<file path="src/rtl/cdb_arbiter_if.sv">
`default_nettype none
// ============================================================================
// Module      : cdb_arbiter_if
// Description : Result-source and CDB broadcast bundle for cdb_arbiter.
//               master = producers/consumers side, slave = arbiter side.
// Revision    : 1.0 - initial release
// ============================================================================
interface cdb_arbiter_if #(
  parameter int NUM_SRC  = 3,
  parameter int DATA_W   = 32,
  parameter int ROB_ID_W = 5
);
  logic [NUM_SRC-1:0]          src_valid;
  logic [NUM_SRC*DATA_W-1:0]   src_data;
  logic [NUM_SRC*ROB_ID_W-1:0] src_rob_id;
  logic [NUM_SRC-1:0]          src_ready;
  logic                        cdb_valid;
  logic [DATA_W-1:0]           cdb_data;
  logic [ROB_ID_W-1:0]         cdb_rob_id;
  logic [1:0]                  cdb_src;

  modport master (
    output src_valid, src_data, src_rob_id,
    input  src_ready, cdb_valid, cdb_data, cdb_rob_id, cdb_src
  );

  modport slave (
    input  src_valid, src_data, src_rob_id,
    output src_ready, cdb_valid, cdb_data, cdb_rob_id, cdb_src
  );
endinterface
`default_nettype wire

</file>
<file path="src/rtl/cdb_arbiter.sv">
`default_nettype none
// ============================================================================
// Module      : cdb_arbiter
// Description : Common-data-bus arbiter. One holding slot per result source
//               (0 = ALU, 1 = LSB, 2 = MUL/DIV); one full slot is granted per
//               cycle onto a registered CDB broadcast. A ROB flush discards
//               every pending result.
//               Build option CDB_FIXED_PRIO_EN: lowest-index full slot always
//               wins (no round-robin pointer). Default: round-robin.
// Revision    : 1.0 - initial release
// ============================================================================
module cdb_arbiter #(
  parameter int NUM_SRC  = 3,
  parameter int DATA_W   = 32,
  parameter int ROB_ID_W = 5
) (
  input  wire logic     clk,
  input  wire logic     rst_n,
  input  wire logic     rdy,
  input  wire logic     flush,
  cdb_arbiter_if.slave  bus
);

  logic [NUM_SRC-1:0]  r_slot_valid;
  logic [DATA_W-1:0]   r_slot_data [NUM_SRC];
  logic [ROB_ID_W-1:0] r_slot_id   [NUM_SRC];

  logic                r_cdb_valid;
  logic [DATA_W-1:0]   r_cdb_data;
  logic [ROB_ID_W-1:0] r_cdb_rob_id;
  logic [1:0]          r_cdb_src;

  logic [DATA_W-1:0]   w_src_data [NUM_SRC];
  logic [ROB_ID_W-1:0] w_src_id   [NUM_SRC];
  logic [NUM_SRC-1:0]  w_grant;
  logic [NUM_SRC-1:0]  w_ready;
  logic [NUM_SRC-1:0]  w_accept;
  logic                w_any;
  logic [1:0]          w_gnt_idx;

`ifndef CDB_FIXED_PRIO_EN
  localparam logic [2:0] c_num_src = 3'(NUM_SRC);
  logic [1:0] r_rr_ptr;
  logic [1:0] w_rr_next;
`endif

  // Split the packed per-source buses into per-slot views.
  for (genvar i = 0; i < NUM_SRC; i++) begin : g_unpack
    assign w_src_data[i] = bus.src_data[i*DATA_W +: DATA_W];
    assign w_src_id[i]   = bus.src_rob_id[i*ROB_ID_W +: ROB_ID_W];
  end

  // Pick the first full slot, starting at the round-robin pointer (or at 0).
  always_comb begin
    logic [2:0] scan;
    w_grant   = '0;
    w_any     = 1'b0;
    w_gnt_idx = '0;
    scan      = '0;
    for (int k = 0; k < NUM_SRC; k++) begin
`ifdef CDB_FIXED_PRIO_EN
      scan = 3'(k);
`else
      scan = {1'b0, r_rr_ptr} + 3'(k);
      if (scan >= c_num_src) scan = scan - c_num_src;
`endif
      if (!w_any && r_slot_valid[scan[1:0]]) begin
        w_any               = 1'b1;
        w_grant[scan[1:0]]  = 1'b1;
        w_gnt_idx           = scan[1:0];
      end
    end
  end

`ifndef CDB_FIXED_PRIO_EN
  assign w_rr_next = ({1'b0, w_gnt_idx} == c_num_src - 3'd1) ? 2'd0 : w_gnt_idx + 2'd1;
`endif

  // A slot being drained this cycle can be refilled on the same edge.
  assign w_ready  = {NUM_SRC{rdy & ~flush}} & (~r_slot_valid | w_grant);
  assign w_accept = bus.src_valid & w_ready;

  // Holding slots: load on accept, release on grant, drop everything on flush.
  always_ff @(posedge clk or negedge rst_n) begin
    if (!rst_n) begin
      r_slot_valid <= '0;
      for (int i = 0; i < NUM_SRC; i++) begin
        r_slot_data[i] <= '0;
        r_slot_id[i]   <= '0;
      end
    end else if (rdy) begin
      for (int i = 0; i < NUM_SRC; i++) begin
        if (flush) begin
          r_slot_valid[i] <= 1'b0;
        end else if (w_accept[i]) begin
          r_slot_valid[i] <= 1'b1;
          r_slot_data[i]  <= w_src_data[i];
          r_slot_id[i]    <= w_src_id[i];
        end else if (w_grant[i]) begin
          r_slot_valid[i] <= 1'b0;
        end
      end
    end
  end

  // Registered broadcast; payload holds when nothing is granted.
  always_ff @(posedge clk or negedge rst_n) begin
    if (!rst_n) begin
      r_cdb_valid  <= 1'b0;
      r_cdb_data   <= '0;
      r_cdb_rob_id <= '0;
      r_cdb_src    <= '0;
    end else if (rdy) begin
      if (flush) begin
        r_cdb_valid <= 1'b0;
      end else if (w_any) begin
        r_cdb_valid  <= 1'b1;
        r_cdb_data   <= r_slot_data[w_gnt_idx];
        r_cdb_rob_id <= r_slot_id[w_gnt_idx];
        r_cdb_src    <= w_gnt_idx;
      end else begin
        r_cdb_valid <= 1'b0;
      end
    end
  end

`ifndef CDB_FIXED_PRIO_EN
  // Round-robin pointer moves just past the last granted source.
  always_ff @(posedge clk or negedge rst_n) begin
    if (!rst_n) begin
      r_rr_ptr <= '0;
    end else if (rdy) begin
      if (flush) begin
        r_rr_ptr <= '0;
      end else if (w_any) begin
        r_rr_ptr <= w_rr_next;
      end
    end
  end
`endif

  assign bus.src_ready  = w_ready;
  assign bus.cdb_valid  = r_cdb_valid;
  assign bus.cdb_data   = r_cdb_data;
  assign bus.cdb_rob_id = r_cdb_rob_id;
  assign bus.cdb_src    = r_cdb_src;

endmodule
`default_nettype wire

</file>
<file path="src/flat_wrapper.sv">
// flat-port wrapper written by rule: the top's interface ports become plain ports
module cdb_arbiter_flat 
#(
  parameter int NUM_SRC  = 3,
  parameter int DATA_W   = 32,
  parameter int ROB_ID_W = 5
)
  (clk, rst_n, rdy, flush, bus_src_valid, bus_src_data, bus_src_rob_id, bus_src_ready, bus_cdb_valid, bus_cdb_data, bus_cdb_rob_id, bus_cdb_src);
  cdb_arbiter_if #(.NUM_SRC(NUM_SRC), .DATA_W(DATA_W), .ROB_ID_W(ROB_ID_W)) bus_i ();
  input  wire logic clk;
  input  wire logic rst_n;
  input  wire logic rdy;
  input  wire logic flush;
  input wire logic [$bits(bus_i.src_valid)-1:0] bus_src_valid;
  input wire logic [$bits(bus_i.src_data)-1:0] bus_src_data;
  input wire logic [$bits(bus_i.src_rob_id)-1:0] bus_src_rob_id;
  output wire logic [$bits(bus_i.src_ready)-1:0] bus_src_ready;
  output wire logic [$bits(bus_i.cdb_valid)-1:0] bus_cdb_valid;
  output wire logic [$bits(bus_i.cdb_data)-1:0] bus_cdb_data;
  output wire logic [$bits(bus_i.cdb_rob_id)-1:0] bus_cdb_rob_id;
  output wire logic [$bits(bus_i.cdb_src)-1:0] bus_cdb_src;
  assign bus_i.src_valid = bus_src_valid;
  assign bus_i.src_data = bus_src_data;
  assign bus_i.src_rob_id = bus_src_rob_id;
  assign bus_src_ready = bus_i.src_ready;
  assign bus_cdb_valid = bus_i.cdb_valid;
  assign bus_cdb_data = bus_i.cdb_data;
  assign bus_cdb_rob_id = bus_i.cdb_rob_id;
  assign bus_cdb_src = bus_i.cdb_src;
  cdb_arbiter #(.NUM_SRC(NUM_SRC), .DATA_W(DATA_W), .ROB_ID_W(ROB_ID_W)) u_core (.clk(clk), .rst_n(rst_n), .rdy(rdy), .flush(flush), .bus(bus_i));
endmodule
</file>
<file path="config.mk">
export PLATFORM = sky130hd
export DESIGN_NAME = cdb_arbiter_flat
export DESIGN_NICKNAME = d
export VERILOG_FILES = /design/src/rtl/cdb_arbiter_if.sv /design/src/rtl/cdb_arbiter.sv /design/src/flat_wrapper.sv
export SDC_FILE = /design/constraint.sdc
export NUM_CORES = 1
export LEC_CHECK = 0
export ABC_AREA = 1
export BUFFER_PORTS_ARGS = -buffer_cell sky130_fd_sc_hd__buf_2
export CAP_MARGIN = 20
export CELL_PAD_IN_SITES_DETAIL_PLACEMENT = 0
export CELL_PAD_IN_SITES_GLOBAL_PLACEMENT = 1
export CORE_MARGIN = 2
export CORE_UTILIZATION = 35
export DETAILED_ROUTE_END_ITERATION = 8
export PLACE_DENSITY_LB_ADDON = 0.1
export SETUP_SLACK_MARGIN = 0.4
export SYNTH_ARGS = -nofsm -noshare
export SYNTH_HDL_FRONTEND = slang
export SYNTH_SLANG_ARGS = --single-unit
export TNS_END_PERCENT = 5
</file>
<file path="constraint.sdc">
create_clock -name clk -period 2.3 [get_ports clk]
set_input_delay 0.115 -clock clk [delete_from_list [all_inputs] [get_ports clk]]
set_output_delay 0.115 -clock clk [all_outputs]
set_load 0.05 [all_outputs]
</file>
==> qor.yml, run 1 <==
critical_path:
  start_kind: "register"
  r2r_cells: 15
  critical_path_required_ns: 2.18
  rrSetupSlack_ns: 0.14
  cp_cell_sequence: "ha_4, inv_4, nand2_2, inv_2, nand2_2, nand2_4, nor2_2, nand3_1, nand4_1, and2_4, buf_8"
  critPathMostFrequentCell: "nand2_2"
  r2r-end: "u_core.r_slot_data[35]"
  r2r-start: "u_core.r_rr_ptr[0]"
  crit_type: "reg2out"
  crit_fanout: 4
  cp_top_family: "simple AND/OR/NAND/NOR gates"
  max_stage_delay_ns: 0.45
  cp.arrival_ns: 2.12
  slowest_stage: "dfrtp_2"
  critical_path_depth: 11
  worstSetupEndpointType: "output pin"
  critPathBufInv: 3
routing:
  drtAntennaViolNets: 0
  avgRoutedWirePerCell_um: 15.51
  drc_errors: 0
  first_pass_iters: 5
  routed_wl_mm: 24.32
  vias: 7326
  drt-vias-per-instance: 4.672
  drt-initial-drc-count: 460
clocking:
  root_buffer: "clkbuf_16"
  cts_sinks: 156
  clk_pin_slew_ns: 0.07
  tritoncts: "done"
  cts_buffers: 17
  cts_max_level: 4
  insertion_delay_ns: 0.42
  cts_buffer_depth: 2
power:
  power_density_mw_per_mm2: 1581
  leakage_nw: 5.776
  ir_drop_mv: 0.9252
place:
  dp_slack_ns: 0.06267
  place_congestion: 0.7907
  hpwl_mm: 14.81
  portBuffers: 160
grt:
  grt_pass1_wl_mm: 36.23
  antenna_found_initial: 0
  grt_overflow_total: 0
  track_usage: 0.2052
  grt_max_degree: 58
  first_global_vias: 6942
synthesis:
  synth_top_area_cell: "dfrtp_1"
  synth.distinct_cells: 21
  synth.top_cell.area_share: 0.5130
  netlist_area_mm2: 0.007610
  synthesis.nets: 1134
  yosys_warnings: 0
  syn_area_per_cell_um2: 7.520
  synth.ff_latch_count: 156
  synth_area_leaders: "dfrtp_1 51%, nand2_1 12%, nor2_1 9.6%"
  synth-seq-area-share: 0.5130
  synthCells: 1012
floorplan:
  dieArea_mm2: 0.02294
  coreArea_mm2: 0.02115
  initial_utilization: 0.3597
  io_pins: 161
  fp-row-count: 53
  fp.dieH_um: 151.5
  fp.dieW_um: 151.5
layout:
  drive_above_1_share: 0.2111
  register_area_mm2: 0.003905
  nNetsFinal: 1403
  antenna_cells: 0
  fillers: 2039
  multiInputGateArea_mm2: 0.003032
  syn_to_final_growth_pct: 44.57
min_path:
  hp-start: "bus_src_data[9]"
  hold_end: "u_core.r_slot_data[73]"
  min_path_cells: 3
  min_path_type: "in2reg"
sta:
  min_period_ns: 2.234
  tightest_slew_ns: 0.5704
  fin_crit_sh: 0.9713
  rsz0062_at_grt: "yes"
  maxSlewViolCount: 0
  hold_viol: 0
  setup_violations: 0
  setup_tns_ns: 0
  relSlewSlack: 0.6197
  skew_ns: 0.01161
  max_freq_mhz: 447.6
  hold_ws_ns: 0.02741
  fin_ws_ns: 0.06609
job:
  drv_cap: 0
run_status:
  outcome: "complete, no violations"
[sequential cells by signal, summed over array words and instances, names as in the netlist]
name                   cells
u_core.r_slot_id          15
u_core.bus.cdb_data       32
u_core.r_rr_ptr            2
u_core.r_slot_valid        3
u_core.r_slot_data        96
u_core.bus.cdb_valid       1
u_core.bus.cdb_rob_id      5
u_core.bus.cdb_src         2
[Yosys cell counts, drive strengths merged]
cell type	count
clkbuf	18
and2	3
nor2	195
a31oi	2
nand3	90
inv	127
o211ai	3
nand2	251
buf	44
nand4	41
o21ai	77
o22ai	1
ha	4
dfrtp	156
[worst max-delay path by stage]
| stage | from | end | slack, ns |
|---|---|---|---|
| final | u_core.r_rr_ptr[1] | bus_src_ready[0] | 0.07 |
| after CTS | u_core.r_rr_ptr[1] | bus_src_ready[2] | 0.1 |
| after global placement | u_core.r_rr_ptr[1] | u_core.r_slot_valid[1] | 0.04 |
| after floorplan | u_core.r_rr_ptr[0] | u_core.r_slot_data[66] | 0.38 |
| after detailed placement | u_core.r_rr_ptr[1] | u_core.r_slot_data[49] | 0.06 |
| after global routing | u_core.r_rr_ptr[1] | bus_src_ready[2] | -0.02 |
[logic make-up (layout without fill, tap and decap cells)]
logic type	count (synthesis)	after routing	share of synthesized area
AOI/OAI and AO/OA	83	83	0.05607
adders and majority gates	4	4	0.006577
buffers and inverters	189	470	0.1067
DFF	156	156	0.5130
and+or+nand+nor	580	580	0.3177
[routing by layer]
layer / global-route usage / wire (um)
met5: 0 / 0
met4: 0.05701 / 325
met1: 0.2784 / 11450
met2: 0.3403 / 11580
met3: 0.03383 / 955
[power breakdown]
group	switching [mW]	leakage, nW	internal (mW)
Clock	1.14	0.313	1.98
Combinational	6.00	3.56	3.33
Sequential	0.797	1.90	4.14
Total	7.94	5.78	9.46
[worst min-delay path: stages]
cell	delay (ns)
buf_2	0.10
nand4_1	0.12
nand2_1	0.06
[placed cells by master (no fill, tap or decap)]
cell type | Yosys | layout
nand2_1 | 247 | 242
nor2_1 | 194 | 188
buf_2 | 32 | 156
dfrtp_1 | 156 | 155
inv_1 | 121 | 119
dlygate4sd3_1 | 0 | 108
nand3_1 | 90 | 82
o21ai_0 | 76 | 53
nand4_1 | 41 | 41
o21ai_1 | 1 | 24
clkbuf_16 | 0 | 22
buf_12 | 0 | 16
buf_4 | 8 | 15
nand2_2 | 4 | 7
nand3_2 | 0 | 7
inv_2 | 6 | 6
buf_6 | 4 | 6
nor2_2 | 0 | 5
bufinv_16 | 0 | 5
buf_8 | 0 | 5
and2_4 | 0 | 3
o211ai_1 | 3 | 3
ha_4 | 0 | 3
clkinv_4 | 0 | 3
inv_4 | 0 | 2
nand2_4 | 0 | 2
nor2_4 | 1 | 2
a31oi_1 | 2 | 2
clkbuf_1 | 16 | 2
clkbuf_8 | 0 | 2
nand3_4 | 0 | 1
o22ai_1 | 1 | 1
ha_2 | 0 | 1
clkinv_2 | 0 | 1
clkinvlp_4 | 0 | 1
buf_16 | 0 | 1
dfrtp_2 | 0 | 1
[metrics by stage]
step	instance area, um^2	cells	power [mW]	util
2_1_floorplan	7690	1012	10.98	-
3_3_place_gp	8867	1411	13.40	0.4192
3_5_place_dp	8867	1411	13.46	0.4192
4_1_cts	10760	1559	17.04	0.5088
5_1_grt	11000	1568	18.85	0.5201
6_report	11000	1568	17.39	0.5201
[cell type report]
cell class	count	share of cell area
inverters	127	0.04378
flip-flops and latches	156	0.3549
multi-input cells	667	0.2756
repair buffers	312	0.2354
clock inverters	10	0.01717
well taps	275	0.03127
clock buffers	21	0.04185
[timing repair]
item / in CTS / in global routing
cloned: 1 / 6
hold buffers: 108 / 0
resized for setup: 26 / 39
endpoints found under the hold margin: 163 / 0
buffers inserted: 8 / 3
pin swaps: 7 / 8
setup endpoints to repair: 158 / 158
No activity file was read; power rests on OpenSTA's default activity.
==> inputs of run 2 (changes only) <==
--- a/config.mk
+++ b/config.mk
@@ -13,8 +13,10 @@
 export CORE_MARGIN = 2
 export CORE_UTILIZATION = 35
 export DETAILED_ROUTE_END_ITERATION = 8
-export PLACE_DENSITY_LB_ADDON = 0.1
+export PLACE_DENSITY_LB_ADDON = 0.05
 export SETUP_SLACK_MARGIN = 0.4
+export SKIP_LAST_GASP = 1
+export SLEW_MARGIN = 20
 export SYNTH_ARGS = -nofsm -noshare
 export SYNTH_HDL_FRONTEND = slang
 export SYNTH_SLANG_ARGS = --single-unit
==> run 2 against run 1 <==
Compared with the run above: highest routed layer unchanged; critical endpoint is now bus_src_ready[2]; sequential power hardly changed; critical path depth down 2; first-iteration DRC count shrank 37%.
==> qor.yml, run 2 (synthesis gave the netlist of run 1 again) <==
critical_path:
  critical_path_required_ns: 2.18  # about the same
  r2r_cells: 13  # -2
  crit_fanout: 5  # +1
  max_stage_delay_ns: 0.39  # -0.06 ns
  cp.arrival_ns: 2.14  # +0.02 ns
  crit_type: "reg2out"
  r2r-start: "u_core.r_rr_ptr[0]"
  worstSetupEndpointType: "output pin"
  r2r-end: "u_core.r_slot_data[52]"
  start_kind: "register"
  critical_path_depth: 9  # -2
  slowest_stage: "dfrtp_1"
  rrSetupSlack_ns: 0.12  # -0.02 ns
  cp_top_family: "simple AND/OR/NAND/NOR gates"
  crit_start: "u_core.r_rr_ptr[0]"
  critPathBufInv: 3  # unchanged
  endpoint: "bus_src_ready[2]"
  cp_cell_sequence: "buf_4, ha_4, nand2_1, nand3_2, buf_4, a31oi_4, nand3_2, and2_1, buf_6"
place:
  place_congestion: 0.8434  # +6.7%
  portBuffers: 160  # unchanged
  hpwl_mm: 15.07  # +1.8%
min_path:
  min_path_type: "in2reg"
sta:
  hold_viol: 0  # unchanged
  maxSlewViolCount: 0  # unchanged
  setup_violations: 0  # unchanged
  relSlewSlack: 0.6398  # +0.02007
  hold_ws_ns: 0.01775  # -0.009662 ns
  setup_tns_ns: 0  # unchanged
  skew_ns: 0.01505  # +0.003444 ns
  tightest_slew_ns: 0.5403  # -0.03010 ns
  max_freq_mhz: 443.3  # -0.97%
  min_period_ns: 2.256  # +0.02195 ns
  fin_crit_sh: 0.9808  # +0.009543
  rsz0062_at_grt: "yes"
clocking:
  cts_max_level: 4  # unchanged
  cts_buffers: 17  # unchanged
  clk_pin_slew_ns: 0.07  # about the same
  root_buffer: "clkbuf_16"
  tritoncts: "done"
  insertion_delay_ns: 0.43  # about the same
  cts_buffer_depth: 2  # unchanged
  cts_sinks: 156  # unchanged
power:
  leakage_nw: 5.766  # -0.17%
  p_comb_frac: 0.536  # about the same
  seq_power_share: 0.291  # +0.007
  power_density_mw_per_mm2: 1546  # -2.2%
  p_sw_frac: 0.4704  # +0.01420
  ir_drop_mv: 0.7755  # -16%
  intPower_mw: 8.959  # -5.3%
  p_sw_mw: 7.959  # +0.30%
  power_mw: 16.92  # -2.7%
  p_clk_frac: 0.173  # -0.007
layout:
  multiInputGateArea_mm2: 0.003044  # +0.41%
  syn_to_final_growth_pct: 43.82
  nNetsFinal: 1405  # +0.14%
  largest_reg_flops: 96  # unchanged
  final_cell_mix: "240 x nand2_1, 191 x nor2_1, 156 x buf_2, 156 x dfrtp_1, 119 x inv_1"
  final_util: 0.5174  # -0.002720
  register_area_mm2: 0.003904  # about the same
  antenna_cells: 0  # unchanged
  top_register: "u_core.r_slot_data"
  drive_above_1_share: 0.2099  # -0.001260
  layout_commonest_cell: "nand2_1"
  fillers: 2082  # +2.1%
grt:
  antenna_found_initial: 0  # unchanged
  grt_pass1_wl_mm: 38.04  # +5.0%
  first_global_vias: 7343  # +5.8%
  grt_overflow_total: 0  # unchanged
  track_usage: 0.2149  # +0.009742
  grt_max_degree: 61  # +5.2%
routing:
  drt-vias-per-instance: 4.635  # -0.79%
  routed_wl_mm: 23.99  # -1.3%
  drc_errors: 0  # unchanged
  drtAntennaViolNets: 0  # unchanged
  vias: 7282  # -0.60%
  first_pass_iters: 4  # -1
  drt-initial-drc-count: 292  # -37%
  avgRoutedWirePerCell_um: 15.27  # -1.5%
job:
  drv_cap: 0  # unchanged
run_status:
  outcome: "complete, no violations"
floorplan:
  fp-row-count: 53  # unchanged
  fp.dieH_um: 151.5  # unchanged
  io_pins: 161  # unchanged
  dieArea_mm2: 0.02294  # unchanged
  fp.dieW_um: 151.5  # unchanged
  initial_utilization: 0.3597  # unchanged
  coreArea_mm2: 0.02115  # unchanged
[run 2: cell count changes in the layout (fill, tap and decap cells not counted), sizes merged]
cell,change
clkbuf,-8
buf,-1
bufbuf,+3
bufinv,-3
inv,+7
dlygate4sd3,+4
clkinv,+1
[run 2: metal layers]
metal | wire length [um] | vias to the layer above | global-route usage
met1 | 11430 | 3411 | 0.2786
met2 | 11380 | 154 | 0.3715
li1 | - | 3701 | -
met3 | 889 | 16 | 0.03862
met4 | 290 | 0 | 0.05561
met5 | 0 | - | 0
[run 2: tightest hold or removal path: stages]
cell	delay, ns
buf_2	0.08
inv_1	0.06
o21ai_0	0.15
[run 2: worst min path at each step]
stage,startpoint,to,slack [ns],cells past startpoint
finish,bus_src_data[33],u_core.r_slot_data[33],0.02,3
global route,bus_src_data[33],u_core.r_slot_data[33],0.01,3
CTS,bus_src_data[33],u_core.r_slot_data[33],0.005,3
detailed placement,rst_n,u_core.r_slot_id[2],0.11,1
global placement,rst_n,u_core.bus.cdb_rob_id[0],0.11,1
floorplan,rst_n,u_core.bus.cdb_data[0],-0.18,0
[run 2: area by class of cell]
class	count	share of cell area
Sequential cell	156	0.3567
Clock inverter	15	0.01635
Timing Repair Buffer	314	0.2347
Tap cell	275	0.03144
Clock buffer	17	0.03887
Multi-Input combinational cell	667	0.2782
Inverter	127	0.04379
[run 2: repair_timing]
action | 4_1_cts | 5_1_grt
buffers inserted | 10 | 1
cloned | 4 | 1
hold buffers | 112 | 0
setup endpoints to repair | 158 | 159
resized for setup | 31 | 10
pin swaps | 8 | 5
endpoints found under the hold margin | 162 | 0
[run 2: power by group through the flow]
stage          logic, mW  registers (mW)  clock network (mW)
2_1_floorplan       4.97            6.02                   0
3_3_place_gp        8.47            4.95                   0
3_5_place_dp        8.53            4.96                   0
4_1_cts             9.12            4.92                2.99
5_1_grt             10.2            5.11                3.10
6_report            9.07            4.93                2.93
[run 2: stage by stage]
step | setup slack [ns] | std cells | cell area, um^2
2_1_floorplan | 0.3831 | 1012 | 7690
3_3_place_gp | 0.02874 | 1411 | 8842
3_5_place_dp | 0.02097 | 1411 | 8842
4_1_cts | 0.07592 | 1569 | 10890
5_1_grt | -0.05994 | 1571 | 10940
6_report | 0.04415 | 1571 | 10940
==> inputs of run 3 (changes only) <==
--- a/config.mk
+++ b/config.mk
@@ -11,7 +11,7 @@
 export CELL_PAD_IN_SITES_DETAIL_PLACEMENT = 0
 export CELL_PAD_IN_SITES_GLOBAL_PLACEMENT = 1
 export CORE_MARGIN = 2
-export CORE_UTILIZATION = 35
+export CORE_UTILIZATION = 30
 export DETAILED_ROUTE_END_ITERATION = 8
 export PLACE_DENSITY_LB_ADDON = 0.05
 export SETUP_SLACK_MARGIN = 0.4
==> run 3 against run 2 <==
Compared with the run above: critical path depth is 2 higher; worst hold slack better by 0.023 ns; routed wire length is 7.5% higher; via count is 0.66% higher; die area is 16% higher; sequential share of layout area is 0.56 points lower; fmax is 1.4% higher; sequential power hardly changed; clock-buffer cell count stayed put; critical path type unchanged; highest routed layer unchanged.
==> qor.yml, run 3 (synthesis gave the netlist of run 1 again) <==
run_status:
  outcome: "complete, no violations"
critical_path:
  critPathMostFrequentCell: "nand2_4"
  cp_top_family: "simple AND/OR/NAND/NOR gates"
  critPathBufInv: 3  # unchanged
  cp_cell_sequence: "ha_4, inv_6, nand2_4, inv_2, nand2_2, nand2_4, nor2_4, nand3_2, nand4_1, and2_4, buf_8"
  crit_type: "reg2out"
  start_kind: "register"
  critical_path_required_ns: 2.18  # about the same
  max_stage_delay_ns: 0.46  # +0.07 ns
  worstSetupEndpointType: "output pin"
  slowest_stage: "dfrtp_2"
  crit_fanout: 4  # -1
  cp.arrival_ns: 2.11  # -0.03 ns
power:
  p_sw_frac: 0.4712  # +0.0008041
  ir_drop_mv: 0.7002  # -9.7%
  intPower_mw: 9.149  # +2.1%
  p_clk_frac: 0.178  # +0.005
  p_comb_frac: 0.538  # +0.002
  p_sw_mw: 8.154  # +2.5%
  leakage_nw: 5.796  # +0.53%
  power_density_mw_per_mm2: 1556  # +0.63%
  seq_power_share: 0.284  # -0.007
sta:
  maxSlewViolCount: 0  # unchanged
  fin_crit_sh: 0.9669  # -0.01393
  tightest_slew_ns: 0.5672  # +0.02685 ns
  hold_ws_ns: 0.04041  # +0.02266 ns
  rsz0062_at_grt: "yes"
  min_period_ns: 2.224  # -0.03203 ns
  hold_viol: 0  # unchanged
  setup_violations: 0  # unchanged
  skew_ns: 0.01554  # +0.0004926 ns
  relSlewSlack: 0.6219  # -0.01790
  max_freq_mhz: 449.7  # +1.4%
floorplan:
  coreArea_mm2: 0.02504  # +18%
  io_pins: 161  # unchanged
  fp.dieW_um: 163.3  # +7.8%
  initial_utilization: 0.3039  # -0.05578
  fp-row-count: 58  # +9.4%
  dieArea_mm2: 0.02666  # +16%
  fp.dieH_um: 163.3  # +7.8%
grt:
  grt_max_degree: 62  # +1.6%
  grt_overflow_total: 0  # unchanged
  track_usage: 0.1976  # -0.01730
  first_global_vias: 7314  # -0.39%
  grt_pass1_wl_mm: 40.35  # +6.1%
  antenna_found_initial: 0  # unchanged
job:
  drv_cap: 0  # unchanged
place:
  hpwl_mm: 15.78  # +4.7%
  portBuffers: 160  # unchanged
  place_congestion: 0.8051  # -4.5%
  postPlaceCellArea_mm2: 0.008946  # +1.2%
layout:
  nNetsFinal: 1410  # +0.36%
  final_util: 0.4443  # -0.07308
  multiInputGateArea_mm2: 0.003073  # +0.95%
  largest_reg_flops: 96  # unchanged
  top_register: "u_core.r_slot_data"
  syn_to_final_growth_pct: 46.17
  finalInstanceArea_mm2: 0.01112  # +1.6%
  fillers: 2628  # +26%
  antenna_cells: 0  # unchanged
  drive_above_1_share: 0.2145  # +0.004574
  register_area_mm2: 0.003905  # about the same
  layout_commonest_cell: "nand2_1"
  final_cell_mix: "242 x nand2_1, 191 x nor2_1, 156 x buf_2"
clocking:
  cts_buffers: 17  # unchanged
  cts_buffer_depth: 2  # unchanged
  insertion_delay_ns: 0.44  # about the same
  cts_max_level: 4  # unchanged
  root_buffer: "clkbuf_16"
  tritoncts: "done"
  cts_sinks: 156  # unchanged
  clk_pin_slew_ns: 0.07  # about the same
routing:
  first_pass_iters: 5  # +1
  vias: 7330  # +0.66%
  drc_errors: 0  # unchanged
  drt-initial-drc-count: 411  # +41%
  drt-vias-per-instance: 4.494  # -3.0%
  routed_wl_mm: 25.80  # +7.5%
  avgRoutedWirePerCell_um: 15.82  # +3.6%
  drtAntennaViolNets: 0  # unchanged
min_path:
  min_path_type: "in2reg"
-- run 3: power by group through the flow --
stage | Combinational [mW] | Sequential, mW | Clock, mW
after floorplan | 4.97 | 6.02 | 0
after global placement | 8.62 | 4.95 | 0
after detailed placement | 8.67 | 4.94 | 0
after CTS | 9.22 | 4.90 | 3.15
after global routing | 10.5 | 5.09 | 3.26
final | 9.32 | 4.91 | 3.08
-- run 3: stage by stage --
stage | instances | setup slack, ns | total power [mW] | setup TNS (ns)
3_3_place_gp | 1468 | 0.06442 | 13.57 | 0
5_1_grt | 1631 | -0.04325 | 18.82 | -0.5905
6_report | 1631 | 0.07618 | 17.30 | 0
3_5_place_dp | 1468 | 0.07594 | 13.61 | 0
2_1_floorplan | 1012 | 0.3831 | 10.98 | 0
4_1_cts | 1623 | 0.06046 | 17.27 | 0
-- run 3: final timing paths --
| kind | startpoint | endpoint | slack [ns] | cells after the start |
|---|---|---|---|---|
| min in group asynchronous | rst_n | u_core.bus.cdb_rob_id[2] | 0.20 | 2 |
| max in group asynchronous | rst_n | u_core.r_slot_data[6] | 1.33 | 3 |
| worst min-delay path | flush | u_core.r_slot_valid[0] | 0.04 | 2 |
| worst max-delay path | u_core.r_rr_ptr[1] | bus_src_ready[0] | 0.08 | 11 |
| worst min register to register | u_core.r_slot_data[85] | u_core.r_slot_data[85] | 0.47 | 2 |
| worst max register to register | u_core.r_rr_ptr[1] | u_core.r_slot_data[63] | 0.10 | 14 |
-- run 3: per-layer routing --
metal / global-route usage / vias up / part of all wire
met4: 0.05109 / 0 / 0.018
li1: - / 3712 / -
met1: 0.2780 / 3440 / 0.48
met2: 0.3163 / 149 / 0.46
met3: 0.03250 / 29 / 0.035
met5: 0 / - / 0
-- run 3: what timing repair did --
action | in CTS | in global routing
hold buffers | 112 | 0
hold endpoints to repair | 159 | 0
gates resized for setup | 25 | 26
gates cloned | 3 | 2
pin swaps | 5 | 9
buffers inserted | 8 | 6
endpoints found under the setup margin | 158 | 158
-- run 3: final cells by class --
class                           count  share of cell area
Clock buffer                       17             0.03825
Clock inverter                     15             0.01822
Inverter                          127             0.04376
Multi-Input combinational cell    667              0.2763
Sequential cell                   156              0.3511
Tap cell                          330             0.03712
Timing Repair Buffer              319              0.2353
